File: config.mk
export PLATFORM = sky130hd
export DESIGN_NAME = fetch_ctrl_flat
export DESIGN_NICKNAME = d
export VERILOG_FILES = /design/src/rtl/fetch_ctrl_if.sv /design/src/rtl/fetch_ctrl.sv /design/src/flat_wrapper.sv
export SDC_FILE = /design/constraint.sdc
export NUM_CORES = 1
export LEC_CHECK = 0
export ABC_AREA = 1
export BUFFER_PORTS_ARGS = -buffer_cell sky130_fd_sc_hd__clkbuf_2
export CAP_MARGIN = 20
export CELL_PAD_IN_SITES_DETAIL_PLACEMENT = 0
export CELL_PAD_IN_SITES_GLOBAL_PLACEMENT = 2
export CORE_MARGIN = 2
export CORE_UTILIZATION = 28
export CTS_CLUSTER_DIAMETER = 200
export CTS_CLUSTER_SIZE = 12
export DETAILED_ROUTE_END_ITERATION = 8
export PLACE_DENSITY = 0.91
export SYNTH_ARGS = -nofsm -noshare
export SYNTH_HDL_FRONTEND = slang
export SYNTH_SLANG_ARGS = --single-unit
File: constraint.sdc
create_clock -name clk -period 2.43 [get_ports clk]
set_input_delay 0.243 -clock clk [delete_from_list [all_inputs] [get_ports clk]]
set_output_delay 0.243 -clock clk [all_outputs]
set_load 0.01 [all_outputs]
File: src/rtl/fetch_ctrl_if.sv
// fetch_ctrl_if: instruction-memory, redirect and decode-side handshake bundle for fetch_ctrl.
interface fetch_ctrl_if;
    logic        imem_req_valid;
    logic        imem_req_ready;
    logic [63:0] imem_req_addr;
    logic        imem_resp_valid;
    logic [31:0] imem_resp_data;
    logic        redirect_valid;
    logic [63:0] redirect_pc;
    logic        fetch_o_valid;
    logic        fetch_o_ready;
    logic [31:0] fetch_o_instr;
    logic [63:0] fetch_o_pc;
    logic [63:0] fetch_o_pre_pc;
    logic        fetch_o_commit;
    logic [63:0] fetch_o_fetch_cnt;
    logic [63:0] fetch_o_drop_cnt;
    modport master (
        output imem_req_valid, imem_req_addr, fetch_o_valid, fetch_o_instr, fetch_o_pc,
               fetch_o_pre_pc, fetch_o_commit, fetch_o_fetch_cnt, fetch_o_drop_cnt,
        input  imem_req_ready, imem_resp_valid, imem_resp_data, redirect_valid, redirect_pc,
               fetch_o_ready
    );
    modport slave (
        input  imem_req_valid, imem_req_addr, fetch_o_valid, fetch_o_instr, fetch_o_pc,
               fetch_o_pre_pc, fetch_o_commit, fetch_o_fetch_cnt, fetch_o_drop_cnt,
        output imem_req_ready, imem_resp_valid, imem_resp_data, redirect_valid, redirect_pc,
               fetch_o_ready
    );
endinterface

File: src/rtl/fetch_ctrl.sv
// fetch_ctrl: single-outstanding instruction fetch sequencer with redirect squashing and not-taken prediction.
module fetch_ctrl #(
    parameter logic [63:0] RESET_PC = 64'h0000_0000_8000_0000
) (
    input logic         clk,
    input logic         rst,
    fetch_ctrl_if.master bus
);
    typedef enum logic [1:0] {REQ, WAIT, HOLD} state_t;
    state_t      state;
    logic [63:0] pc;
    logic        drop;
    assign bus.imem_req_valid = ~rst & (state == REQ) & ~bus.redirect_valid;
    assign bus.imem_req_addr  = pc;
    assign bus.fetch_o_commit = ~rst & bus.fetch_o_valid & bus.fetch_o_ready & ~bus.redirect_valid;
    always_ff @(posedge clk) begin
        if (rst) begin
            state                 <= REQ;
            pc                    <= RESET_PC;
            drop                  <= 1'b0;
            bus.fetch_o_valid     <= 1'b0;
            bus.fetch_o_instr     <= '0;
            bus.fetch_o_pc        <= '0;
            bus.fetch_o_pre_pc    <= '0;
            bus.fetch_o_fetch_cnt <= '0;
            bus.fetch_o_drop_cnt  <= '0;
        end else if (bus.redirect_valid) begin
            pc <= {bus.redirect_pc[63:2], 2'b00};
            case (state)
                WAIT: begin
                    // a response in this very cycle is the outstanding one, so nothing is left to squash
                    if (bus.imem_resp_valid) begin
                        drop                 <= 1'b0;
                        bus.fetch_o_drop_cnt <= bus.fetch_o_drop_cnt + 64'd1;
                        state                <= REQ;
                    end else begin
                        drop <= 1'b1;
                    end
                end
                HOLD: begin
                    bus.fetch_o_valid <= 1'b0;
                    state             <= REQ;
                end
                default: ;
            endcase
        end else begin
            case (state)
                REQ: state <= bus.imem_req_ready ? WAIT : REQ;
                WAIT: begin
                    if (bus.imem_resp_valid && drop) begin
                        drop                 <= 1'b0;
                        bus.fetch_o_drop_cnt <= bus.fetch_o_drop_cnt + 64'd1;
                        state                <= REQ;
                    end else if (bus.imem_resp_valid) begin
                        bus.fetch_o_instr  <= bus.imem_resp_data;
                        bus.fetch_o_pc     <= pc;
                        bus.fetch_o_pre_pc <= pc + 64'd4;
                        bus.fetch_o_valid  <= 1'b1;
                        state              <= HOLD;
                    end
                end
                HOLD: begin
                    if (bus.fetch_o_ready) begin
                        pc                    <= pc + 64'd4;
                        bus.fetch_o_valid     <= 1'b0;
                        bus.fetch_o_fetch_cnt <= bus.fetch_o_fetch_cnt + 64'd1;
                        state                 <= REQ;
                    end
                end
                default: state <= REQ;
            endcase
        end
    end
endmodule

File: src/flat_wrapper.sv
// flat-port wrapper written by rule: the top's interface ports become plain ports
module fetch_ctrl_flat 
#(
    parameter logic [63:0] RESET_PC = 64'h0000_0000_8000_0000
)
  (clk, rst, bus_imem_req_valid, bus_imem_req_addr, bus_fetch_o_valid, bus_fetch_o_instr, bus_fetch_o_pc, bus_fetch_o_pre_pc, bus_fetch_o_commit, bus_fetch_o_fetch_cnt, bus_fetch_o_drop_cnt, bus_imem_req_ready, bus_imem_resp_valid, bus_imem_resp_data, bus_redirect_valid, bus_redirect_pc, bus_fetch_o_ready);
  fetch_ctrl_if bus_i ();
  input logic clk;
  input logic rst;
  output wire logic [$bits(bus_i.imem_req_valid)-1:0] bus_imem_req_valid;
  output wire logic [$bits(bus_i.imem_req_addr)-1:0] bus_imem_req_addr;
  output wire logic [$bits(bus_i.fetch_o_valid)-1:0] bus_fetch_o_valid;
  output wire logic [$bits(bus_i.fetch_o_instr)-1:0] bus_fetch_o_instr;
  output wire logic [$bits(bus_i.fetch_o_pc)-1:0] bus_fetch_o_pc;
  output wire logic [$bits(bus_i.fetch_o_pre_pc)-1:0] bus_fetch_o_pre_pc;
  output wire logic [$bits(bus_i.fetch_o_commit)-1:0] bus_fetch_o_commit;
  output wire logic [$bits(bus_i.fetch_o_fetch_cnt)-1:0] bus_fetch_o_fetch_cnt;
  output wire logic [$bits(bus_i.fetch_o_drop_cnt)-1:0] bus_fetch_o_drop_cnt;
  input wire logic [$bits(bus_i.imem_req_ready)-1:0] bus_imem_req_ready;
  input wire logic [$bits(bus_i.imem_resp_valid)-1:0] bus_imem_resp_valid;
  input wire logic [$bits(bus_i.imem_resp_data)-1:0] bus_imem_resp_data;
  input wire logic [$bits(bus_i.redirect_valid)-1:0] bus_redirect_valid;
  input wire logic [$bits(bus_i.redirect_pc)-1:0] bus_redirect_pc;
  input wire logic [$bits(bus_i.fetch_o_ready)-1:0] bus_fetch_o_ready;
  assign bus_imem_req_valid = bus_i.imem_req_valid;
  assign bus_imem_req_addr = bus_i.imem_req_addr;
  assign bus_fetch_o_valid = bus_i.fetch_o_valid;
  assign bus_fetch_o_instr = bus_i.fetch_o_instr;
  assign bus_fetch_o_pc = bus_i.fetch_o_pc;
  assign bus_fetch_o_pre_pc = bus_i.fetch_o_pre_pc;
  assign bus_fetch_o_commit = bus_i.fetch_o_commit;
  assign bus_fetch_o_fetch_cnt = bus_i.fetch_o_fetch_cnt;
  assign bus_fetch_o_drop_cnt = bus_i.fetch_o_drop_cnt;
  assign bus_i.imem_req_ready = bus_imem_req_ready;
  assign bus_i.imem_resp_valid = bus_imem_resp_valid;
  assign bus_i.imem_resp_data = bus_imem_resp_data;
  assign bus_i.redirect_valid = bus_redirect_valid;
  assign bus_i.redirect_pc = bus_redirect_pc;
  assign bus_i.fetch_o_ready = bus_fetch_o_ready;
  fetch_ctrl #(.RESET_PC(RESET_PC)) u_core (.clk(clk), .rst(rst), .bus(bus_i));
endmodule
# [After elaboration in Yosys (flattened, before gate mapping)]
# Cells that the tools add are included.
[op_classes] n_addsub=3 mul=0 div=0 magnitude_cmp=0 n_eq_ne=10 n_shift=0 mux=27 n_bitwise=8 reduce_logical=15
[op_table] cell="$mux 64" n=8
[op_table] cell="$add 64x1->64 const B" n=2
[op_table] cell="$add 64x3->64 const B" n=1
[op_table] cell="$ne 3x3->1 const B" n=4
[op_table] cell="$mux 1" n=11
[op_table] cell="$mux 2" n=5
[op_table] cell="$reduce_and 4->1" n=2
[op_table] cell="$reduce_bool 2->1" n=4
[op_table] cell="$pmux 2 s3" n=1
[op_table] cell="$reduce_and 2->1" n=3
[op_table] cell="$reduce_and 3->1" n=2
[op_table] cell="$and 1x1->1" n=5
[op_table] cell="$reduce_and 5->1" n=1
[op_table] cell="$pmux 2 s2" n=1
[op_table] cell="$ne 3x1->1 const B" n=1
[op_table] cell="$ne 3x2->1 const B" n=1
[op_table] cell="$not 1->1" n=3
[op_table] cell="$eq 2x1->1 const B" n=1
[op_table] cell="$eq 2x2->1 const B" n=1
[op_table] cell="$logic_not 2->1" n=1
[op_table] cell="$ne 2x1->1 const B" n=1
[op_table] cell="$ne 2x2->1 const B" n=1
[op_table] cell="$pmux 1 s2" n=1
[op_table] cell="$reduce_or 2->1" n=1
[op_table] cell="$logic_and 1x1->1" n=1
[word_totals] regBits=356 latch_bits=0 mem_bits_rw=0 romBits=0 in_bits=102 wordCells=73 memories=0

# [Depth between registers and ports, before layout]
# Gate-level depths: netlist (run 1).
[depth] word_depth=4 mapped_depth=13 ltp_nobuf=13

# [Least setup slack after synthesis (run 1)]
# Ideal clock, no wire load.
[synth_timing] path_type="reg-to-reg" from="register u_core.pc[3], in the netlist u_core.bus.imem_req_addr[3]" to="register u_core.bus.fetch_o_pre_pc[54] (netlist bit)" arrival_ns=1.651 required_ns=2.315 slack_ns=0.663 stages_incl_launch_ff=11 path_buffers=0 synth_period_minus_slack_ns=1.767 cell_sequence="dfxtp_1 -> ha_1 -> nand2_1 -> nor2_4 -> nand2_1 -> nor2_4 -> nand2_1 -> o21ai_0 -> nand2_1 -> o21ai_0 -> inv_1"
[synth_via] elab_chain_cells=1
[synth_lines] element="start, declared" line="fetch_ctrl.sv:11" text="logic [63:0] pc;"
[synth_lines] element="start signal, assigned" line="fetch_ctrl.sv:28" text="pc <= {bus.redirect_pc[63:2], 2'b00};"
[synth_lines] element="start signal, assigned" line="fetch_ctrl.sv:64" text="pc <= pc + 64'd4;"
[synth_lines] element="$add 64x3->64" line="fetch_ctrl.sv:57" text="bus.fetch_o_pre_pc <= pc + 64'd4;"
[synth_lines] element="end signal, assigned" line="fetch_ctrl.sv:57"
[synth_lines] element="end, declared" line="fetch_ctrl_if.sv:20" text="fetch_o_pre_pc, fetch_o_commit, fetch_o_fetch_cnt, fetch_o_drop_cnt,"
# No other way between the ends.
# A chain may end at the register's enable or synchronous reset.

# [Worst setup path in the final report (run 1)]
[layout_timing] from="register u_core.state[1]" to="register u_core.bus.fetch_o_drop_cnt[50] (netlist bit)"
[layout_via] elab_chain_cells=2
[layout_lines] element="start, declared" line="fetch_ctrl.sv:10" text="state_t state;"
[layout_lines] element="start signal, assigned" line="fetch_ctrl.sv:48" text="REQ: state <= bus.imem_req_ready ? WAIT : REQ;"
[layout_lines] element="$eq 2x1->1" line="fetch_ctrl.sv:29, fetch_ctrl.sv:47"
[layout_lines] element="$reduce_and 3->1 (no line)"
[layout_lines] element="end signal, assigned" line="fetch_ctrl.sv:34" text="bus.fetch_o_drop_cnt <= bus.fetch_o_drop_cnt + 64'd1;"
[layout_lines] element="end signal, assigned" line="fetch_ctrl.sv:52" text="bus.fetch_o_drop_cnt <= bus.fetch_o_drop_cnt + 64'd1;"
[layout_lines] element="end, declared" line="fetch_ctrl_if.sv:20"
# No other way between the ends.

==> flow_summary_export.csv, run 1 <==
group,metric,value,unit
clock_tree,postCtsSetupBuffers,0,
setup_path,cpMaxStageDelayCell,"dfxtp_1",
synthesis,syn_inst,2660,
synthesis,synthFlopType,"dfxtp_1",
sta,final_hold_viol_count,0,
drt,wl,72100,um
sta,fmax,444,MHz
sta,post-route-period-util,0.927,
die,rows,91,
sta,final.min_clock_period,2250,ps
drt,dr.pass1.iters,8,
synthesis,avgSynthCellArea,6.53,um^2
drt,drc_errors,0,
die,coreArea,0.0615,mm^2
setup_path,cp_max_fo,9,
synthesis,yosysTopAreaCell,"dfxtp_1",
setup_path,crit_buf_inv,2,
synthesis,synthTopCellsByCount,"nor2_1 (599), nand2_1 (589), dfxtp_1 (350)",
synthesis,yosysMostFrequentCell,"nor2_1",
clock_tree,cts_max_level,2,
finish,antenna_cells,0,
die,die_area,0.0640,mm^2
setup_path,critPathKind,"register to register",
synthesis,syn_area,0.0174,mm^2
drt,drtIter0Drc,1326,
sta,finalSetupViolCount,0,
power_and_ir_drop,leakagePower,0.0100,uW
finish,fin_util,0.367,
setup_path,worstPathRequired,2870,ps
placed_design,port_buffers,448,
clock_tree,cts_tree,"yes",
setup_path,path_delay_family,"simple AND/OR/NAND/NOR gates",
power_and_ir_drop,ir_drop,360,uV
setup_path,path_cells,"inv_1, ha_1, nand2_1, nor2_4, nand4_2, inv_1, nand2_1, nor2_2, nand2_1, o21ai_0, nor2_1",
placed_design,place_congestion,0.929,
clock_tree,clkSlewWorstSetupHoldPaths,60,ps
global_routing,grt_overflow,0,
sta,tightest_slew,856,ps
placed_design,dp_hpwl,54900,um
synthesis,synth_edf_count,0,
drt,wl_per_cell,18.1,um
global_routing,grt_use_total,0.218,
die,fp.dieW,253,um
sta,skew,15.2,ps
clock_tree,worst_skew_pair.late_latency,560,ps
global_routing,grt_pass1_vias,17500,
sta,tns,0,ps
setup_path,cpMostUsedCell,"nand2_1",
synthesis,ys_ff_latch,350,
sta,rsz0062_at_grt,"no",
global_routing,grt_start_max_net_pins,82,
status,status,"complete, no violations",
synthesis,ys_types,45,
die,ios,457,
sta,drv_slew,0,
clock_tree,root_buffer,"clkbuf_16",
sta,relSlewSlack,0.429,
die,start_util,0.282,
drt,detail-route-antenna-nets,0,
synthesis,ys_seq_area_frac,0.404,
power_and_ir_drop,powerDensity,571,mW/mm^2
die,die_h,253,um
drt,viasPerCell,4.72,
synthesis,ys_top_cells_by_area,"dfxtp_1 (40%), nor2_1 (13%), nand2_1 (13%)",
flow_run,maxCapViolCount,0,
clock_tree,numCtsBuffers,35,
min_path,hold_path_class,"primary input to register",
finish,area_delta_synth_final,30.0,%
drt,num_vias,18800,
synthesis,synth_async_sr_flop_share,0,
global_routing,grt_first_pass_wirelength,108000,um
finish,drive_gt1_frac,0.190,
setup_path,start_kind,"register",
clock_tree,cts.sinks,350,
finish,nets,3308,
setup_path,endpoint_kind,"register",
synthesis,synth_top_area_frac,0.404,
setup_path,max_stage_delay,320,ps
setup_path,arrival,2700,ps
clock_tree,clk_path_buf_depth,3,
power_and_ir_drop,p_total,12900,uW
global_routing,antenna_found_initial,0,
synthesis,synth.yosys.warnings,0,
[worst paths after layout]
check / from / end / slack, ps / cells past startpoint
worst max-delay path: u_core.state[1]$_SDFFE_PP0P_ / u_core.bus.fetch_o_drop_cnt[50]$_SDFFE_PP0P_ / 180 / 11
worst min-delay path: bus_redirect_pc[61] / u_core.bus.imem_req_addr[61]$_SDFFE_PP0P_ / 30 / 3
worst max register to register: u_core.state[1]$_SDFFE_PP0P_ / u_core.bus.fetch_o_drop_cnt[50]$_SDFFE_PP0P_ / 180 / 11
worst min register to register: u_core.bus.fetch_o_valid$_SDFFE_PP0P_ / u_core.bus.fetch_o_valid$_SDFFE_PP0P_ / 480 / 2
[through the flow]
| stage | instances | setup slack (ps) | area, um^2 | hold slack [ps] |
|---|---|---|---|---|
| final | 3992 | 176 | 22600 | 27.9 |
| after detailed placement | 3875 | 84.0 | 20900 | 470 |
| after global routing | 3992 | 7.83 | 22600 | 23.8 |
| after floorplan | 2665 | 663 | 17400 | 378 |
| after CTS | 3992 | 88.6 | 22600 | 0.0530 |
| after global placement | 3875 | 120 | 20900 | 463 |
[placed cells by master, fill, tap and decap left out, types with 63 or more instances in the layout]
cell / netlist / routed
buf_4: 7 / 63
nand2_1: 589 / 589
dfxtp_1: 350 / 350
clkbuf_2: 0 / 447
inv_1: 286 / 284
nand3_1: 102 / 102
nor2_1: 599 / 596
a21oi_1: 124 / 124
dlygate4sd3_1: 0 / 78
o21ai_0: 213 / 213
[layer usage]
metal | routed length, um | part of all wire | vias up | GRT usage
met4 | 1330 | 0.018 | 0 | 0.0502
met2 | 31500 | 0.44 | 605 | 0.339
met5 | 0 | 0 | - | 0
met1 | 34000 | 0.47 | 8608 | 0.305
li1 | - | - | 9553 | -
met3 | 5220 | 0.072 | 78 | 0.0470
[sequential cells by signal, indices dropped and copies added (netlist names)]
signal / flops
u_core.bus.fetch_o_drop_cnt: 64
u_core.bus.fetch_o_fetch_cnt: 64
u_core.bus.fetch_o_pc: 62
u_core.bus.fetch_o_pre_pc: 62
u_core.bus.imem_req_addr: 62
u_core.bus.fetch_o_instr: 32
u_core.state: 2
u_core.bus.fetch_o_valid: 1
u_core.drop: 1
[report_power, final]
part | internal [uW] | leakage, uW | switching [uW]
Clock | 2580 | 0.000451 | 2400
Sequential | 6000 | 0.00284 | 224
Combinational | 639 | 0.00674 | 1030
[timing repair]
| item | CTS | global route |
|---|---|---|
| endpoints found under the hold margin | 78 | 0 |
| setup endpoints to repair | 0 | 10 |
| gates resized for setup | 0 | 3 |
| hold buffers | 78 | 0 |
[cell type report]
class                      count  area (um^2)
multi-input combinational   1925         8870
clock inverter                 4         37.5
clock buffer                  35          876
inverter                     290         1100
fill                        6782        38900
tap                          790          988
sequential                   350         7010
timing repair buffer         598         3680
[worst min-delay path: stages]
cell      delay, ps
clkbuf_2         90
a22oi_1          80
a21oi_1         130
[cells by family (layout without fill, tap and decap cells)]
| group | after synthesis | in the layout | synth area share |
|---|---|---|---|
| AOI/OAI and AO/OA | 426 | 426 | 0.134 |
| DFF | 350 | 350 | 0.404 |
| and+or+nand+nor | 1435 | 1435 | 0.345 |
| adders and majority gates | 6 | 6 | 0.00432 |
| other | 1 | 6 | 0.000216 |
| buffers and inverters | 390 | 927 | 0.0871 |
| xor gates and xnor gates | 52 | 52 | 0.0262 |
No activity file was read; power rests on OpenSTA's default activity.
==> run 2, diff against run 1 <==
--- a/config.mk
+++ b/config.mk
@@ -6,7 +6,7 @@
 export NUM_CORES = 1
 export LEC_CHECK = 0
 export ABC_AREA = 1
-export BUFFER_PORTS_ARGS = -buffer_cell sky130_fd_sc_hd__clkbuf_2
+export BUFFER_PORTS_ARGS = -buffer_cell sky130_fd_sc_hd__buf_2
 export CAP_MARGIN = 20
 export CELL_PAD_IN_SITES_DETAIL_PLACEMENT = 0
 export CELL_PAD_IN_SITES_GLOBAL_PLACEMENT = 2
==> run 2 against run 1 <==
Design area grew 0.65%. Clock-buffer cell count stayed put. Clock skew is 5.3 ps higher. Maximum frequency grew 0.12%. Global-route usage grew 0.14 points. Core utilization rose by 0.24 points. Sequential cell count did not move. Critical path depth stayed put. Largest cell class unchanged.
==> flow_summary_export.csv, run 2 (same netlist as run 1, synthesis figures left out) <==
group,metric,value,unit
finish,drive_gt1_frac,0.191,
drt,wl,72100,um
setup_path,max_stage_delay,480,ps
clock_tree,worst_skew_pair.late_latency,550,ps
setup_path,rr_startpoint,"u_core.bus.imem_req_addr[19]$_SDFFE_PP0P_",
clock_tree,cts_max_level,2,
clock_tree,cts_tree,"yes",
finish,final_cells,4008,
setup_path,reg2reg_to,"u_core.bus.fetch_o_pre_pc[44]$_SDFFE_PP0P_",
sta,final_hold_viol_count,0,
placed_design,dp_hpwl,54600,um
finish,layout_commonest_cell,"nor2_1",
sta,final.min_clock_period,2250,ps
global_routing,grt_start_max_net_pins,113,
setup_path,path_cells,"nand2_1, nor2_1, nand2_1, nor2_1, nand2_1, inv_1, nand2_1, nand2_1, nand2_1, o21ai_0, inv_1",
die,coreArea,0.0615,mm^2
sta,relSlewSlack,0.413,
setup_path,arrival,2680,ps
sta,post-route-period-util,0.926,
drt,wl_per_cell,18.0,um
setup_path,r2r_setup_slack,180,ps
clock_tree,root_buffer,"clkbuf_16",
die,ios,457,
placed_design,place_congestion,0.927,
sta,skew,20.5,ps
die,fp.dieW,253,um
setup_path,crit_start,"u_core.bus.imem_req_addr[19]$_SDFFE_PP0P_",
sta,timing.hold.ws,40.7,ps
global_routing,grt_first_pass_wirelength,108000,um
flow_run,maxCapViolCount,0,
placed_design,place_inst,3877,
finish,nets,3322,
status,status,"complete, no violations",
setup_path,cpMostUsedCell,"nand2_1",
placed_design,placed_area,0.0209,mm^2
die,start_util,0.282,
finish,final_cell_mix,"nor2_1 (595), nand2_1 (589), buf_2 (447)",
setup_path,worstPathRequired,2860,ps
min_path,hold_path_class,"primary input to register",
global_routing,grt_pass1_vias,17600,
power_and_ir_drop,powerDensity,567,mW/mm^2
sta,finalSetupViolCount,0,
global_routing,grt_overflow,0,
finish,area_delta_synth_final,30.8,%
finish,fin_util,0.369,
finish,final_design_area_no_fill,0.0227,mm^2
setup_path,cpMaxStageDelayCell,"dfxtp_1",
finish,fillers,6791,
placed_design,port_buffers,448,
drt,num_vias,19000,
setup_path,start_kind,"register",
clock_tree,clk_path_buf_depth,3,
power_and_ir_drop,ir_drop,391,uV
setup_path,endpoint,"u_core.bus.fetch_o_pre_pc[44]$_SDFFE_PP0P_",
drt,detail-route-antenna-nets,0,
drt,drc_errors,0,
sta,tightest_slew,881,ps
setup_path,reg2regPathDepth,11,
global_routing,antenna_found_initial,3,
die,rows,91,
die,die_h,253,um
setup_path,critPathKind,"register to register",
clock_tree,clkSlewWorstSetupHoldPaths,60,ps
die,die_area,0.0640,mm^2
power_and_ir_drop,leakagePower,0.0104,uW
sta,rsz0062_at_grt,"no",
drt,viasPerCell,4.74,
drt,drtIter0Drc,1247,
clock_tree,cts.sinks,350,
setup_path,endpoint_kind,"register",
global_routing,grt_use_total,0.219,
sta,tns,0,ps
sta,fmax,444,MHz
sta,drv_slew,0,
drt,dr.pass1.iters,5,
setup_path,cp_max_fo,6,
clock_tree,numCtsBuffers,35,
finish,reg_top3,"u_core.bus.fetch_o_drop_cnt (64), u_core.bus.fetch_o_fetch_cnt (64)",
run 2: where the power goes:
part | internal, uW | switching [uW]
registers | 6000 | 205
clock network | 2580 | 2380
logic | 658 | 1040
total | 9240 | 3630
run 2: metal layers:
metal | global-route usage | vias up | wire length, um
met5 | 0 | - | 13
met4 | 0.0619 | 2 | 1840
met3 | 0.0513 | 86 | 5310
met2 | 0.337 | 603 | 31200
met1 | 0.304 | 8735 | 33800
li1 | - | 9587 | -
run 2: final cells by class:
| cell class | count | area, um^2 | share of cell area |
|---|---|---|---|
| Antenna cell | 2 | 5.00 | 0.000220 |
| Inverter | 290 | 1090 | 0.0482 |
| Clock inverter | 4 | 37.5 | 0.00165 |
| Timing Repair Buffer | 612 | 3820 | 0.168 |
| Clock buffer | 35 | 876 | 0.0386 |
| Sequential cell | 350 | 7010 | 0.309 |
| Tap cell | 790 | 988 | 0.0435 |
| Multi-Input combinational cell | 1925 | 8880 | 0.391 |
run 2: what timing repair did:
item | 4_1_cts | 5_1_grt
endpoints found under the hold margin | 95 | 0
setup buffers | 0 | 4
resized for setup | 1 | 4
pin swaps | 0 | 2
hold buffers | 86 | 0
gates cloned | 0 | 0
setup endpoints to repair | 3 | 9
run 2: worst min path at each step:
stage / depth (start not counted) / start / endpoint / slack [ps]
2_1_floorplan: 2 / bus_imem_resp_data[0] / u_core.bus.fetch_o_instr[0]$_SDFFE_PP0P_ / 380
5_1_grt: 3 / bus_redirect_pc[34] / u_core.bus.imem_req_addr[34]$_SDFFE_PP0P_ / 30
4_1_cts: 3 / bus_redirect_pc[35] / u_core.bus.imem_req_addr[35]$_SDFFE_PP0P_ / 3
3_5_place_dp: 2 / u_core.bus.fetch_o_pc[2]$_SDFFE_PP0P_ / u_core.bus.fetch_o_pc[2]$_SDFFE_PP0P_ / 460
3_3_place_gp: 2 / u_core.bus.fetch_o_pc[2]$_SDFFE_PP0P_ / u_core.bus.fetch_o_pc[2]$_SDFFE_PP0P_ / 450
6_report: 3 / bus_redirect_pc[35] / u_core.bus.imem_req_addr[35]$_SDFFE_PP0P_ / 40
run 2: critical path, delay by kind of cell, from the launching register on:
| kind | cells | cell delay, ps |
|---|---|---|
| AO/OA/AOI/OAI | 1 | 150 |
| buffers and inverters | 2 | 280 |
| flip-flops | 1 | 480 |
| AND/OR/NAND/NOR | 8 | 1240 |
run 2: through the flow:
step                      power (uW)  setup WS [ps]
after global placement          7910           32.5
after CTS                      13100            152
final                          12900            179
after global routing           13500           12.0
after detailed placement        7910           9.61
after floorplan                 7140            663
==> run 3, diff against run 2 <==
--- a/config.mk
+++ b/config.mk
@@ -11,11 +11,11 @@
 export CELL_PAD_IN_SITES_DETAIL_PLACEMENT = 0
 export CELL_PAD_IN_SITES_GLOBAL_PLACEMENT = 2
 export CORE_MARGIN = 2
-export CORE_UTILIZATION = 28
+export CORE_UTILIZATION = 25
 export CTS_CLUSTER_DIAMETER = 200
 export CTS_CLUSTER_SIZE = 12
 export DETAILED_ROUTE_END_ITERATION = 8
-export PLACE_DENSITY = 0.91
+export PLACE_DENSITY = 0.75
 export SYNTH_ARGS = -nofsm -noshare
 export SYNTH_HDL_FRONTEND = slang
 export SYNTH_SLANG_ARGS = --single-unit
==> constraint.sdc (replaced) <==
create_clock -name clk -period 1.8 [get_ports clk]
set_input_delay 0.18 -clock clk [delete_from_list [all_inputs] [get_ports clk]]
set_output_delay 0.18 -clock clk [all_outputs]
set_load 0.01 [all_outputs]
==> run 3 against run 2 <==
The run now ends with setup timing left. Clock power up 41%. Critical path depth up 2. Via count is 11% higher. Clock skew rose by 18 ps. Die area up 12%. Routed wire length is 20% higher. Core utilization up 4.2 points. Design area is 24% higher. Global-route usage rose by 0.72 points. Power is 45% higher. Critical endpoint is now u_core.bus.fetch_o_fetch_cnt[37]$_SDFFE_PP0P_. Largest power group unchanged.
==> flow_summary_export.csv, run 3 (same netlist as run 1, synthesis figures left out) <==
group,metric,value,unit
power_and_ir_drop,ir_drop,535,uV
setup_path,crit_start,"u_core.state[1]$_SDFFE_PP0P_",
setup_path,endpoint,"u_core.bus.fetch_o_fetch_cnt[37]$_SDFFE_PP0P_",
finish,final_cells,4561,
drt,wl,86700,um
die,ios,457,
sta,timing.hold.ws,82.7,ps
finish,area_delta_synth_final,62.6,%
setup_path,cpMaxStageDelayCell,"dfxtp_2",
setup_path,r2r_setup_slack,-160,ps
finish,layout_commonest_cell,"nor2_1",
setup_path,worstPathRequired,2250,ps
finish,final_cell_mix,"nor2_1 (526), nand2_1 (523), buf_2 (446)",
setup_path,max_stage_delay,340,ps
setup_path,reg2regPathDepth,13,
clock_tree,root_buffer,"clkbuf_16",
setup_path,reg2reg_to,"u_core.bus.fetch_o_fetch_cnt[37]$_SDFFE_PP0P_",
global_routing,grt_start_max_net_pins,61,
sta,fmax,509,MHz
sta,tightest_slew,566,ps
global_routing,grt_use_total,0.226,
die,die_h,268,um
sta,timing.final.ws_setup,-163,ps
die,rows,96,
drt,wl_per_cell,19.0,um
die,coreArea,0.0687,mm^2
sta,post-route-period-util,1.09,
sta,skew,38.8,ps
clock_tree,numCtsBuffers,35,
sta,relSlewSlack,0.622,
setup_path,crit_buf_inv,5,
placed_design,place_inst,4347,
die,start_util,0.253,
finish,final_design_area_no_fill,0.0282,mm^2
clock_tree,clk_path_buf_depth,3,
drt,num_vias,21100,
sta,final_hold_viol_count,0,
drt,detail-route-antenna-nets,0,
finish,drive_gt1_frac,0.363,
finish,reg_top3,"u_core.bus.fetch_o_drop_cnt (64), u_core.bus.fetch_o_fetch_cnt (64)",
setup_path,arrival,2420,ps
sta,finalSetupViolCount,99,
finish,nets,3735,
drt,drtIter0Drc,1426,
drt,dr.pass1.iters,6,
setup_path,cp_max_fo,7,
finish,fillers,7305,
drt,viasPerCell,4.62,
power_and_ir_drop,leakagePower,0.0131,uW
clock_tree,cts_tree,"yes",
setup_path,critPathKind,"register to register",
setup_path,rr_startpoint,"u_core.state[1]$_SDFFE_PP0P_",
setup_path,start_kind,"register",
status,status,"finished with violations",
global_routing,grt_first_pass_wirelength,123000,um
placed_design,placed_area,0.0236,mm^2
clock_tree,cts_max_level,2,
placed_design,place_congestion,0.919,
placed_design,dp_hpwl,64000,um
placed_design,place_ws,-279,ps
drt,drc_errors,0,
clock_tree,worst_skew_pair.late_latency,590,ps
setup_path,endpoint_kind,"register",
setup_path,path_delay_family,"simple AND/OR/NAND/NOR gates",
global_routing,grt_pass1_vias,20200,
global_routing,grt_overflow,0,
status,violations,"setup timing",
setup_path,cpMostUsedCell,"buf_6",
sta,drv_slew,0,
die,fp.dieW,268,um
finish,fin_util,0.411,
power_and_ir_drop,powerDensity,660,mW/mm^2
min_path,hold_path_class,"primary input to register",
clock_tree,clkSlewWorstSetupHoldPaths,70,ps
flow_run,maxCapViolCount,0,
setup_path,path_cells,"buf_6, ha_4, nand3_4, buf_6, clkinv_4, buf_6, nand2_4, nor2_4, nand3_4, nor2_4, buf_6, a21oi_2, o21a_1",
die,die_area,0.0716,mm^2
global_routing,antenna_found_initial,2,
clock_tree,cts.sinks,350,
sta,rsz0062_at_grt,"yes",
setup_path,worst-path-stages,13,
placed_design,port_buffers,448,
sta,final.min_clock_period,1960,ps
## run 3: power breakdown
group	internal, uW	switching [uW]
logic	1470	1820
clock network	3570	3410
registers	8110	267
## run 3: timing repair
action                                  4_1_cts  5_1_grt
cloned                                        5       14
hold endpoints to repair                     91        1
buffers inserted                             36       35
hold buffers                                 91        1
pin swaps                                    47       98
endpoints found under the setup margin      187      318
gates resized for setup                     234      329
## run 3: per-stage QoR
step,total power (uW),TNS [ps]
floorplan,9630,0
global placement,11000,-14630
detailed placement,11100,-16780
CTS,18500,-6000
global route,19400,-26500
finish,18600,-6230
## run 3: cell type report
| type | count | area, um^2 | share of cell area |
|---|---|---|---|
| Multi-Input combinational cell | 1925 | 10200 | 0.362 |
| Timing Repair Buffer | 1025 | 7720 | 0.274 |
| Sequential cell | 350 | 7060 | 0.250 |
| Tap cell | 931 | 1160 | 0.0413 |
| Inverter | 290 | 1130 | 0.0399 |
| Clock buffer | 36 | 901 | 0.0319 |
| Clock inverter | 3 | 36.3 | 0.00129 |
| Antenna cell | 1 | 2.50 | 0.0000886 |
## run 3: worst min-delay path by stage
stage | start | endpoint | slack (ps) | cells past startpoint
final | bus_redirect_pc[45] | u_core.bus.imem_req_addr[45]$_SDFFE_PP0P_ | 80 | 4
after global placement | bus_imem_resp_data[25] | u_core.bus.fetch_o_instr[25]$_SDFFE_PP0P_ | 400 | 3
after detailed placement | bus_imem_resp_data[17] | u_core.bus.fetch_o_instr[17]$_SDFFE_PP0P_ | 410 | 3
after floorplan | bus_imem_resp_data[0] | u_core.bus.fetch_o_instr[0]$_SDFFE_PP0P_ | 310 | 2
after CTS | bus_redirect_pc[45] | u_core.bus.imem_req_addr[45]$_SDFFE_PP0P_ | 50 | 4
after global routing | bus_redirect_pc[24] | u_core.bus.imem_req_addr[24]$_SDFFE_PP0P_ | 80 | 3
## run 3: worst reg2reg max path, cell delays in order, from the launching register on
cell and delay, ps:
dfxtp_2 340, buf_6 100, ha_4 140, nand3_4 110
buf_6 150, clkinv_4 40, buf_6 90, nand2_4 40
nor2_4 140, nand3_4 120, nor2_4 280, buf_6 150
a21oi_2 40, o21a_1 110
## run 3: metal layers
metal  wire (um)  track usage  up-vias
met1       39300        0.305     9905
met2       38800        0.361      666
met3        6310       0.0507      110
met4        2240       0.0649        2
li1            -            -    10400
met5          15            0        -
